<file path="src/rtl/register_file_banked.sv">
// Banked register file with byte-lane writes, forwarding read ports, an internal
// auto-incrementing PC and a sequential valid/ready register dump engine.
module register_file_banked #(
  parameter int REG_WIDTH = 16,
  parameter int REG_COUNT = 8,
  parameter int RD_PORTS  = 2,
  parameter int PC_ADDR   = REG_COUNT - 1,
  parameter int PC_RESET  = 0,
  parameter int PC_STEP   = 2,
  localparam int AW       = (REG_COUNT > 1) ? $clog2(REG_COUNT) : 1
) (
  input  logic                          clk,
  input  logic                          rst,
  input  logic [1:0]                    wr_en,
  input  logic [AW-1:0]                 wr_addr,
  input  logic [REG_WIDTH-1:0]          wr_data,
  input  logic [RD_PORTS*AW-1:0]        rd_addr,
  input  logic [RD_PORTS-1:0]           rd_size,
  output logic [RD_PORTS*REG_WIDTH-1:0] rd_data,
  input  logic                          pc_inc,
  output logic [REG_WIDTH-1:0]          pc_out,
  input  logic                          dump_start,
  output logic                          dump_busy,
  output logic                          dump_valid,
  input  logic                          dump_ready,
  output logic [AW-1:0]                 dump_addr,
  output logic [REG_WIDTH-1:0]          dump_data
);

  localparam int HALF = REG_WIDTH / 2;
  localparam logic [AW:0]          COUNT_W   = (AW + 1)'(REG_COUNT);
  localparam logic [AW-1:0]        LAST_IDX  = AW'(REG_COUNT - 1);
  localparam logic [REG_WIDTH-1:0] PC_RST_W  = REG_WIDTH'(PC_RESET);
  localparam logic [REG_WIDTH-1:0] PC_STEP_W = REG_WIDTH'(PC_STEP);

  typedef enum logic {IDLE, SEND} dump_state_t;

  logic [REG_WIDTH-1:0] regs [REG_COUNT];
  logic                 wr_ok;
  logic [REG_COUNT-1:0] wr_lo, wr_hi;

  dump_state_t          state, state_nx;
  logic [AW-1:0]        idx, idx_nx;

  logic [AW-1:0]        rd_a;
  logic [REG_WIDTH-1:0] rd_word;

  assign wr_ok  = {1'b0, wr_addr} < COUNT_W;
  assign pc_out = regs[PC_ADDR];

  always_comb begin
    wr_lo = '0;
    wr_hi = '0;
    for (int unsigned i = 0; i < REG_COUNT; i++) begin
      wr_lo[i] = wr_ok && (wr_addr == AW'(i)) && wr_en[0];
      wr_hi[i] = wr_ok && (wr_addr == AW'(i)) && wr_en[1];
    end
  end

  // A lane write to the PC suppresses the increment; the unwritten lane keeps its old value.
  always_ff @(posedge clk) begin
    if (rst) begin
      for (int unsigned i = 0; i < REG_COUNT; i++)
        regs[i] <= (i == PC_ADDR) ? PC_RST_W : '0;
    end else begin
      for (int unsigned i = 0; i < REG_COUNT; i++) begin
        if (i == PC_ADDR && pc_inc && !wr_lo[i] && !wr_hi[i])
          regs[i] <= regs[i] + PC_STEP_W;
        if (wr_lo[i])
          regs[i][HALF-1:0] <= wr_data[HALF-1:0];
        if (wr_hi[i])
          regs[i][REG_WIDTH-1:HALF] <= wr_data[REG_WIDTH-1:HALF];
      end
    end
  end

  // Out-of-range read indices match no register and cannot match a valid write, so they read 0.
  always_comb begin
    rd_data = '0;
    rd_a    = '0;
    rd_word = '0;
    for (int unsigned p = 0; p < RD_PORTS; p++) begin
      rd_a    = rd_addr[p*AW +: AW];
      rd_word = '0;
      for (int unsigned i = 0; i < REG_COUNT; i++)
        if (rd_a == AW'(i))
          rd_word = regs[i];
      if (wr_ok && wr_addr == rd_a && wr_en[0])
        rd_word[HALF-1:0] = wr_data[HALF-1:0];
      if (wr_ok && wr_addr == rd_a && wr_en[1])
        rd_word[REG_WIDTH-1:HALF] = wr_data[REG_WIDTH-1:HALF];
      if (!rd_size[p])
        rd_word[REG_WIDTH-1:HALF] = {HALF{rd_word[HALF-1]}};
      rd_data[p*REG_WIDTH +: REG_WIDTH] = rd_word;
    end
  end

  always_ff @(posedge clk) begin
    if (rst) begin
      state <= IDLE;
      idx   <= '0;
    end else begin
      state <= state_nx;
      idx   <= idx_nx;
    end
  end

  always_comb begin
    state_nx   = state;
    idx_nx     = idx;
    dump_busy  = 1'b0;
    dump_valid = 1'b0;
    case (state)
      IDLE: begin
        if (dump_start) begin
          state_nx = SEND;
          idx_nx   = '0;
        end
      end
      SEND: begin
        dump_busy  = 1'b1;
        dump_valid = 1'b1;
        if (dump_ready) begin
          if (idx == LAST_IDX) begin
            state_nx = IDLE;
            idx_nx   = '0;
          end else begin
            idx_nx = idx + AW'(1);
          end
        end
      end
      default: state_nx = IDLE;
    endcase
  end

  assign dump_addr = idx;

  always_comb begin
    dump_data = '0;
    for (int unsigned i = 0; i < REG_COUNT; i++)
      if (idx == AW'(i))
        dump_data = regs[i];
  end

endmodule

</file>
<file path="config.mk">
export PLATFORM = sky130hd
export DESIGN_NAME = register_file_banked
export DESIGN_NICKNAME = d
export VERILOG_FILES = /design/src/rtl/register_file_banked.sv
export SDC_FILE = /design/constraint.sdc
export NUM_CORES = 1
export LEC_CHECK = 0
export ABC_AREA = 1
export ABC_CLOCK_PERIOD_IN_PS = 6250
export CAP_MARGIN = 30
export CORE_MARGIN = 1
export CORE_UTILIZATION = 40
export CTS_BUF_LIST = sky130_fd_sc_hd__clkbuf_8
export DETAILED_ROUTE_END_ITERATION = 16
export PLACE_DENSITY = 0.62
export SETUP_SLACK_MARGIN = 0.1
export SLEW_MARGIN = 20
export SYNTH_ARGS = -nofsm -noshare
export SYNTH_HDL_FRONTEND = slang
export SYNTH_SLANG_ARGS = --single-unit
</file>
<file path="constraint.sdc">
create_clock -name clk -period 6.25 [get_ports clk]
set_input_delay 1.25 -clock clk [delete_from_list [all_inputs] [get_ports clk]]
set_output_delay 1.25 -clock clk [all_outputs]
set_load 0.05 [all_outputs]
</file>
After elaboration in Yosys (flattened, before gate mapping)
Memory sizes are Yosys's and may differ from the RTL's.
Cells that the tools add are included.
{ "classes": {"n_addsub": 2, "mux": 109, "n_eq_ne": 32, "reduce_logical": 29, "bitwise_logic": 18} }
{ "op_table": {"columns": ["operator", "count"], "rows": [
  ["$mux 16", 25],
  ["$mux 8", 22],
  ["$mux 1", 57],
  ["$eq 3x3->1 const B", 16],
  ["$eq 3x2->1 const B", 8],
  ["$logic_and 1x1->1", 22],
  ["$or 1x1->1", 17],
  ["$add 16x2->16 const B", 1],
  ["$eq 3x1->1 const B", 4],
  ["$logic_not 3->1", 4],
  ["$mux 3", 3],
  ["$eq 3x3->1", 2],
  ["$pmux 3 s2", 1],
  ["$ne 2x2->1 const B", 2],
  ["$add 3x1->3 const B", 1],
  ["$logic_not 1->1", 2],
  ["$pmux 1 s2", 1],
  ["$reduce_and 2->1", 1],
  ["$not 1->1", 1]
]} }
{ "totals": {"reg_bits": 4, "n_memories": 1, "word_cells": 193, "ram_bits": 128, "output_inout_bits": 69, "in_bits": 34} }
{ "mem_list": {"columns": ["memory", "depth", "width", "rd", "rd_ports_with_merged_regs", "write_ports", "line", "source"], "rows": [
  ["regs", 8, 16, 8, 0, 8, "38", "logic [REG_WIDTH-1:0] regs [REG_COUNT];"]
]} }

Logic depth before layout (Yosys ltp)
Gate-level depths: netlist (run 1).
{ "logic_depth": {"depth_word": 11, "depth_mapped": 13, "depth_no_buf": 12} }

Least setup slack after synthesis (run 1)
No wires, ideal clock.
{ "synth_timing": {"kind": "input to output", "startpoint": "input wr_addr[1]", "endpoint": "output rd_data[16]", "path_slack_ns": 1.847, "t_arrival_ns": 3.153, "n_path_buf": 2, "path_stages": 6, "required_time_ns": 5.000, "cell_sequence": "buf_2 -> xor2_1 -> nor2_1 -> nand3_1 -> clkbuf_1 -> o21ai_0"} }
{ "synth_between": {"elab_chain_len": 3} }
{ "synth_rtl": {"columns": ["item", "line", "source"], "rows": [
  ["from (decl)", "15", "input logic [AW-1:0] wr_addr,"],
  ["$eq 3x3->1", "88", "if (wr_ok && wr_addr == rd_a && wr_en[0])"],
  ["$logic_and 1x1->1", "88", null],
  ["$mux 8", "88", null],
  ["to (decl)", "19", "output logic [RD_PORTS*REG_WIDTH-1:0] rd_data,"]
]} }
No other way between the ends.

Worst setup path in the final report (run 1)
{ "layout_timing": {"startpoint": "input rd_addr[4]", "endpoint": "output rd_data[28]"} }
{ "layout_between": {"elab_chain_len": 11, "elab_cells_between_ends": 22, "cone_classes": "eq/ne: 8; mux: 11; reduce/logical: 3"} }
{ "layout_rtl": {"columns": ["item", "line", "source"], "rows": [
  ["from (decl)", "17", "input logic [RD_PORTS*AW-1:0] rd_addr,"],
  ["$logic_not 3->1", "86", "if (rd_a == AW'(i))"],
  ["$mux 16 (8 in a row)", "86", null],
  ["$mux 8, on equally long branches", "88, 90", null],
  ["$mux 8 (*)", "92", "if (!rd_size[p])"]
]} }
Every way passes the cells marked *; elsewhere a longest branch is shown, timed or not.

==> metrics.md, run 1 <==
| Metric | Value |
|---|---|
| Highest clock rate | 174 MHz |
| Root buf cell | clkbuf_8 |
| P_leak | 4.83 nW |
| Post-DP HPWL | 25.9 mm |
| Buffers added on ports | between 100 and 150 |
| Max-slew headroom | 0.357 |
| Critical Path RT | 5.00 ns |
| Die height | 156 µm |
| Core area | about 23000 µm² |
| Wire per inst | 18.9 µm |
| Reg-to-reg endpoint | regs[1][61]$_SDFFCE_PP0P_ |
| Synth Area per Inst | 6.84 µm² |
| Critical Path Sink Type | output port |
| CTS Buf Count | 17 |
| Setup Buffers After CTS | 0 |
| Reg2Reg Depth | 8 |
| Die area | around 24000 µm² |
| Layout area overhead | 17.1% |
| Min Hold Slack | 0.536 ns |
| Critical path's top delay family | buffers and inverters |
| CP Max Fanout | 14 |
| WHS Endpoint | dump_addr[1]$_SDFFE_PP0P_ |
| Logic pwr share | 0.298 |
| WP buf/inv | 5 |
| RSZ-0062 raised after global routing | false |
| Most frequent cells after synthesis | 387 x nand2_1, 252 x nor2_1, 160 x inv_1, 128 x edfxtp_1, 94 x nand3_1 |
| Share of cells above drive strength 1 | 0.0589 |
| Cells after Synth | 1389 |
| Deepest clock path buffer count | 2 |
| # setup viols final | 0 |
| Seq cells post-synth | 132 |
| H-tree depth | 4 |
| DR pass1 iterations | 6 |
| Final hold viol count | 0 |
| Tmin final | 5.73 ns |
| CTS tree | yes |
| WHS Path Cells | 2 |
| ANT cells | 0 |
| GP Congestion | approximately 0.97 |
| Net switching power | 1.01 mW |
| Pwr/cell area | roughly 230 nW/µm² |
| Internal power | 1.58 mW |
| Vias after detailed routing | 9548 |
| Clk sink count | around 130 |
| Hold buffers post-CTS | 0 |
| Switching share of power | 0.390 |
| DRT antenna net count | 0 |
| Status | finished clean |
| Count leader, synth | nand2_1 |
| Slowest cell on the critical path | clkdlybuf4s50_1 |
| Cells along the critical path | clkdlybuf4s50_1 > inv_2 > nor3_2 > inv_1 > o21ai_0 > inv_1 > nand2_1 > nand2_1 > nand2_2 > nand2_1 > clkdlybuf4s50_1 |
| Drt drc | 0 |
| Hold Path Class | flip-flop to flip-flop |
| Worst EP arrival | 4.48 ns |
| Initial antenna violation count | 0 |
| Grt ovf | 0 |
| Syn Nets | 1430 |
| Vias in the first global route | 8753 |
| First-pass GRT wire length | slightly above 50 mm |
| Post-synth ARST share | 0 |
| Seq/Total Area, Yosys | 0.413 |
| Period utilization | 0.917 |
| Clk Latency, worst-skew pair | 0.47 ns |
| Post-synth EDFFs | 128 |
| Clk pwr share | 0.275 |
| Critical Path Start Type | input pin |
| Synth Cell Area | roughly 9500 µm² |
| Setup TNS | 0 ns |
| Total number of yosys warnings | 0 |
| Drt total wl | 34.0 mm |
| Worst-path clk slew | 0.09 ns |
| Design area | 11100 µm² |
| Worst Path Class, Setup | input pin to output port |
| Post-synth top area share | 0.404 |
| VDD IR max | around 0.00013 V |
| Sequential Power Share | 0.427 |
| Cell mode on critical path | nand2_1 |
| Gr usage total | 0.283 |
| Hold path start | dump_addr[1]$_SDFFE_PP0P_ |
| Max-cap violations | 0 |
| Distinct cells, synth | 33 |
| Pin count of the biggest net entering global routing | 33 |
| Worst-margin pin slew | approximately 0.96 ns |
| Initial Utilization | 0.406 |
| Vias per cell | around 5.3 |
| Initial DRC count | 977 |
| # rows | 56 |
| Width of the chip | 156 µm |
| Cell accounting for the most synthesized area | edfxtp_1 |
| Worst Clk Skew | 0.0103 ns |
| Flop-to-flop setup slack | 4.21 ns |
| R2R Path Start | regs[1][49]$_SDFFCE_PP0P_ |
| CP peak stage delay | approximately 0.88 ns |
| Area post-placement | 10800 µm² |
| Max-slew violations | 0 |
| Nets | 1506 |
| I/O pin total | 103 |
| Synth top area cells | edfxtp_1 40%, nand2_1 15%, nor2_1 10% |
| Resized cells post-CTS | 0 |
| Top_reg_cell synth | edfxtp_1 |
| Total power | between 2 and 3 mW |
| Layout filler cell count | 2488 |
-- stage by stage --
step | std cells | worst slack, ns | util
2_1_floorplan | 1389 | 1.85 | -
3_3_place_gp | 1762 | 0.614 | 0.459
3_5_place_dp | 1765 | 0.619 | 0.460
4_1_cts | 1797 | 0.613 | 0.476
5_1_grt | 1797 | 0.287 | 0.476
6_report | 1797 | 0.518 | 0.476
-- sequential cells by signal, summed over array words and instances, names as in the netlist --
| name | flops |
|---|---|
| regs | 128 |
| dump_addr | 3 |
| state | 1 |
-- worst max path at each step --
stage	cells past startpoint	start	slack, ns	endpoint
floorplan	6	wr_addr[1]	1.85	rd_data[16]
global placement	10	rd_addr[0]	0.61	rd_data[8]
detailed placement	11	rd_addr[4]	0.62	rd_data[28]
CTS	11	rd_addr[4]	0.61	rd_data[28]
global route	11	rd_addr[4]	0.29	rd_data[28]
finish	11	rd_addr[4]	0.52	rd_data[28]
-- tightest hold or removal path: stages (launching register included) --
cell and delay [ns]:
dfxtp_1 0.36, nand2_1 0.08, a21oi_1 0.05
-- cells in the final DEF (no fill, tap or decap), types with 23 or more instances in the layout --
cell type        Yosys  final
edfxtp_1           128    128
buf_4               20     23
nor2_1             252    252
inv_1              160    160
a21oi_1             41     41
o21ai_0             85     82
nand4_1             65     65
nand2_1            387    387
clkdlybuf4s50_1      0    102
nand3_1             94     94
-- cell type report --
class | instances | area (µm²) | area share
Clock inverter | 15 | 135 | 0.0121
Multi-Input combinational cell | 1009 | 4550 | 0.409
Sequential cell | 132 | 3920 | 0.353
Inverter | 177 | 664 | 0.0597
Clock buffer | 17 | 234 | 0.0210
Timing Repair Buffer | 128 | 1220 | 0.110
Tap cell | 319 | 399 | 0.0359
-- power groups by stage --
stage | Clock, mW | Sequential [mW] | Combinational [mW]
5_1_grt | 0.749 | 1.12 | 0.822
3_5_place_dp | 0 | 1.13 | 0.762
3_3_place_gp | 0 | 1.13 | 0.759
6_report | 0.715 | 1.11 | 0.773
2_1_floorplan | 0 | 1.10 | 0.505
4_1_cts | 0.717 | 1.11 | 0.766
-- cell families after synthesis --
logic type | after synthesis | synth area share
compound gates | 144 | 0.0792
xor+xnor | 13 | 0.0120
flops | 132 | 0.413
buf+inv | 248 | 0.109
fa+ha+maj | 7 | 0.00921
simple gates | 845 | 0.378
-- per-layer routing --
layer,share of wire,wire (µm),GRT usage
met2,0.44,14900,0.431
met4,0.014,485,0.0654
met5,0,0,0
met1,0.47,15800,0.418
met3,0.083,2810,0.0439
Power figures use the tool's default switching activity.
==> run 2: changes to the inputs <==
--- a/config.mk
+++ b/config.mk
@@ -6,7 +6,7 @@
 export NUM_CORES = 1
 export LEC_CHECK = 0
 export ABC_AREA = 1
-export ABC_CLOCK_PERIOD_IN_PS = 6250
+export ABC_CLOCK_PERIOD_IN_PS = 6700
 export CAP_MARGIN = 30
 export CORE_MARGIN = 1
 export CORE_UTILIZATION = 40
@@ -14,7 +14,7 @@
 export DETAILED_ROUTE_END_ITERATION = 16
 export PLACE_DENSITY = 0.62
 export SETUP_SLACK_MARGIN = 0.1
-export SLEW_MARGIN = 20
+export SLEW_MARGIN = 40
 export SYNTH_ARGS = -nofsm -noshare
 export SYNTH_HDL_FRONTEND = slang
 export SYNTH_SLANG_ARGS = --single-unit
==> constraint.sdc (replaced) <==
create_clock -name clk -period 6.7 [get_ports clk]
set_input_delay 1.34 -clock clk [delete_from_list [all_inputs] [get_ports clk]]
set_output_delay 1.34 -clock clk [all_outputs]
set_load 0.05 [all_outputs]
==> run 2 against run 1 <==
Compared with the run above: via count is 1.2% higher; critical path type unchanged; highest routed layer unchanged; register-to-register slack better by 0.54 ns; clock power is 9.0% higher; worst setup slack better by 0.21 ns; die area stayed put; non-clock buffer count is 12 lower.
==> metrics.md, run 2 (synthesis gave the netlist of run 1 again) <==
| Metric | Value |
|---|---|
| Status | finished clean |
| Total power | 2.53 mW |
| # rows | 56 |
| Cells along the critical path | clkdlybuf4s50_1 > xor2_1 > nor2_1 > nand3_1 > o21ai_0 > inv_1 > nand2_1 > nand2_1 > nand2_2 > nand2_1 > clkdlybuf4s50_1 |
| Critical Path RT | 5.36 ns |
| Area post-placement | about 11000 µm² |
| CP peak stage delay | 0.81 ns |
| Hold buffers post-CTS | 0 |
| Vias in the first global route | 8721 |
| # setup viols final | 0 |
| Setup Buffers After CTS | 0 |
| Max-slew violations | 0 |
| R2R Path Start | regs[1][49]$_SDFFCE_PP0P_ |
| Worst path depth | 11 |
| DRT antenna net count | 0 |
| Design area | around 11000 µm² |
| Worst Path Class, Setup | input pin to output port |
| DR pass1 iterations | 8 |
| Die area | approximately 24000 µm² |
| GP Congestion | 0.961 |
| Critical Path Start Type | input pin |
| Worst-margin pin slew | 0.863 ns |
| Width of the chip | roughly 160 µm |
| Slowest cell on the critical path | clkdlybuf4s50_1 |
| Reg2Reg Depth | 6 |
| RSZ-0062 raised after global routing | false |
| Gr usage total | 0.279 |
| Die height | 156 µm |
| Pin count of the biggest net entering global routing | 33 |
| I/O pin total | 103 |
| Min Hold Slack | 0.533 ns |
| WHS Path Cells | 2 |
| Resized cells post-CTS | 0 |
| Worst EP arrival | approximately 4.6 ns |
| Flop-to-flop setup slack | 4.75 ns |
| Period utilization | 0.891 |
| Pwr/cell area | 227 nW/µm² |
| WP buf/inv | 3 |
| Initial antenna violation count | 0 |
| Worst-path clk slew | 0.09 ns |
| Deepest clock path buffer count | 2 |
| VDD IR max | 0.000121 V |
| Initial Utilization | 0.406 |
| Highest clock rate | 168 MHz |
| Drt total wl | 33.5 mm |
| Reg-to-reg endpoint | regs[1][63]$_SDFFCE_PP0P_ |
| Max-cap violations | 0 |
| Clk Latency, worst-skew pair | roughly 0.46 ns |
| Max-slew headroom | 0.422 |
| CP Max Fanout | 15 |
| Drt drc | 0 |
| Buffers added on ports | between 100 and 150 |
| Grt ovf | 0 |
| Hold Path Class | flip-flop to flip-flop |
| First-pass GRT wire length | 50.7 mm |
| Critical path's top delay family | buffers and inverters |
| Cell mode on critical path | nand2_1 |
| Post-DP HPWL | 25.2 mm |
| Most frequent cells in the layout | 386 x nand2_1, 251 x nor2_1, 162 x inv_1 |
| Clk sink count | around 130 |
| Core area | 23400 µm² |
| Largest register FFs | 128 |
| Worst Setup EP | rd_data[31] |
| Final hold viol count | 0 |
| Worst setup startpoint | rd_addr[4] |
| Layout area overhead | 17.0% |
| Worst Clk Skew | 0.00519 ns |
| ANT cells | 0 |
| Share of cells above drive strength 1 | 0.0518 |
| CTS Buf Count | 17 |
| Tmin final | 5.97 ns |
| Root buf cell | clkbuf_8 |
| Vias per cell | 5.41 |
| Nets | 1494 |
| Setup TNS | 0 ns |
| Wire per inst | 18.8 µm |
| Most common cell after layout, fill and taps aside | nand2_1 |
| Initial DRC count | 1266 |
| H-tree depth | 4 |
| Vias after detailed routing | between 9000 and 10000 |
| P_leak | 4.83 nW |
| Critical Path Sink Type | output port |
| CTS tree | yes |
| Register with the most flip-flops | regs |
==> run 2: cell types whose count changed in the layout (fill, tap and decap cells not counted), sizes merged <==
cell | previous run | this run
bufinv | 1 | 5
buf | 26 | 14
inv | 168 | 171
clkinv | 18 | 14
clkinvlp | 5 | 2
==> run 2: how the worst min path moves through the flow <==
| stage | start | endpoint | slack [ns] |
|---|---|---|---|
| 3_3_place_gp | dump_addr[1]$_SDFFE_PP0P_ | dump_addr[1]$_SDFFE_PP0P_ | 0.51 |
| 4_1_cts | dump_addr[1]$_SDFFE_PP0P_ | dump_addr[1]$_SDFFE_PP0P_ | 0.53 |
| 6_report | dump_addr[1]$_SDFFE_PP0P_ | dump_addr[1]$_SDFFE_PP0P_ | 0.53 |
| 2_1_floorplan | regs[1][63]$_SDFFCE_PP0P_ | regs[1][63]$_SDFFCE_PP0P_ | 0.65 |
| 5_1_grt | dump_addr[1]$_SDFFE_PP0P_ | dump_addr[1]$_SDFFE_PP0P_ | 0.60 |
| 3_5_place_dp | dump_addr[1]$_SDFFE_PP0P_ | dump_addr[1]$_SDFFE_PP0P_ | 0.52 |
==> run 2: per-layer routing <==
layer  part of all wire  up-vias  global-route usage
met2               0.44      559               0.426
met1               0.45     4417               0.406
met3              0.095       51              0.0406
met5                  0        -                   0
li1                   -     4635                   -
met4              0.019        0              0.0845
==> run 2: per-stage QoR <==
stage           util  worst slack [ns]  cells
2_1_floorplan      -              2.12   1389
3_5_place_dp   0.456             0.829   1753
5_1_grt        0.475             0.651   1785
6_report       0.475             0.732   1785
4_1_cts        0.475             0.825   1785
3_3_place_gp   0.456             0.888   1753
==> run 2: cell type report <==
| type | count | area, µm² |
|---|---|---|
| fill | 2373 | 12300 |
| tap | 319 | 399 |
| timing repair buffer | 116 | 1130 |
| clock buffer | 17 | 234 |
| clock inverter | 15 | 214 |
| multi-input combinational | 1009 | 4560 |
| sequential | 132 | 3920 |
| inverter | 177 | 664 |
==> run 2: tightest hold or removal path, stage by stage, from the launching register on <==
cell and delay (ns):
dfxtp_1 0.36, nand2_1 0.08, a21oi_1 0.05
==> run 2: report_power, final <==
group | switching, mW | leakage (nW) | internal [mW] | total, mW
clock | 0.338 | 0.229 | 0.441 | 0.779
combinational | 0.511 | 3.31 | 0.208 | 0.718
sequential | 0.0603 | 1.29 | 0.972 | 1.03
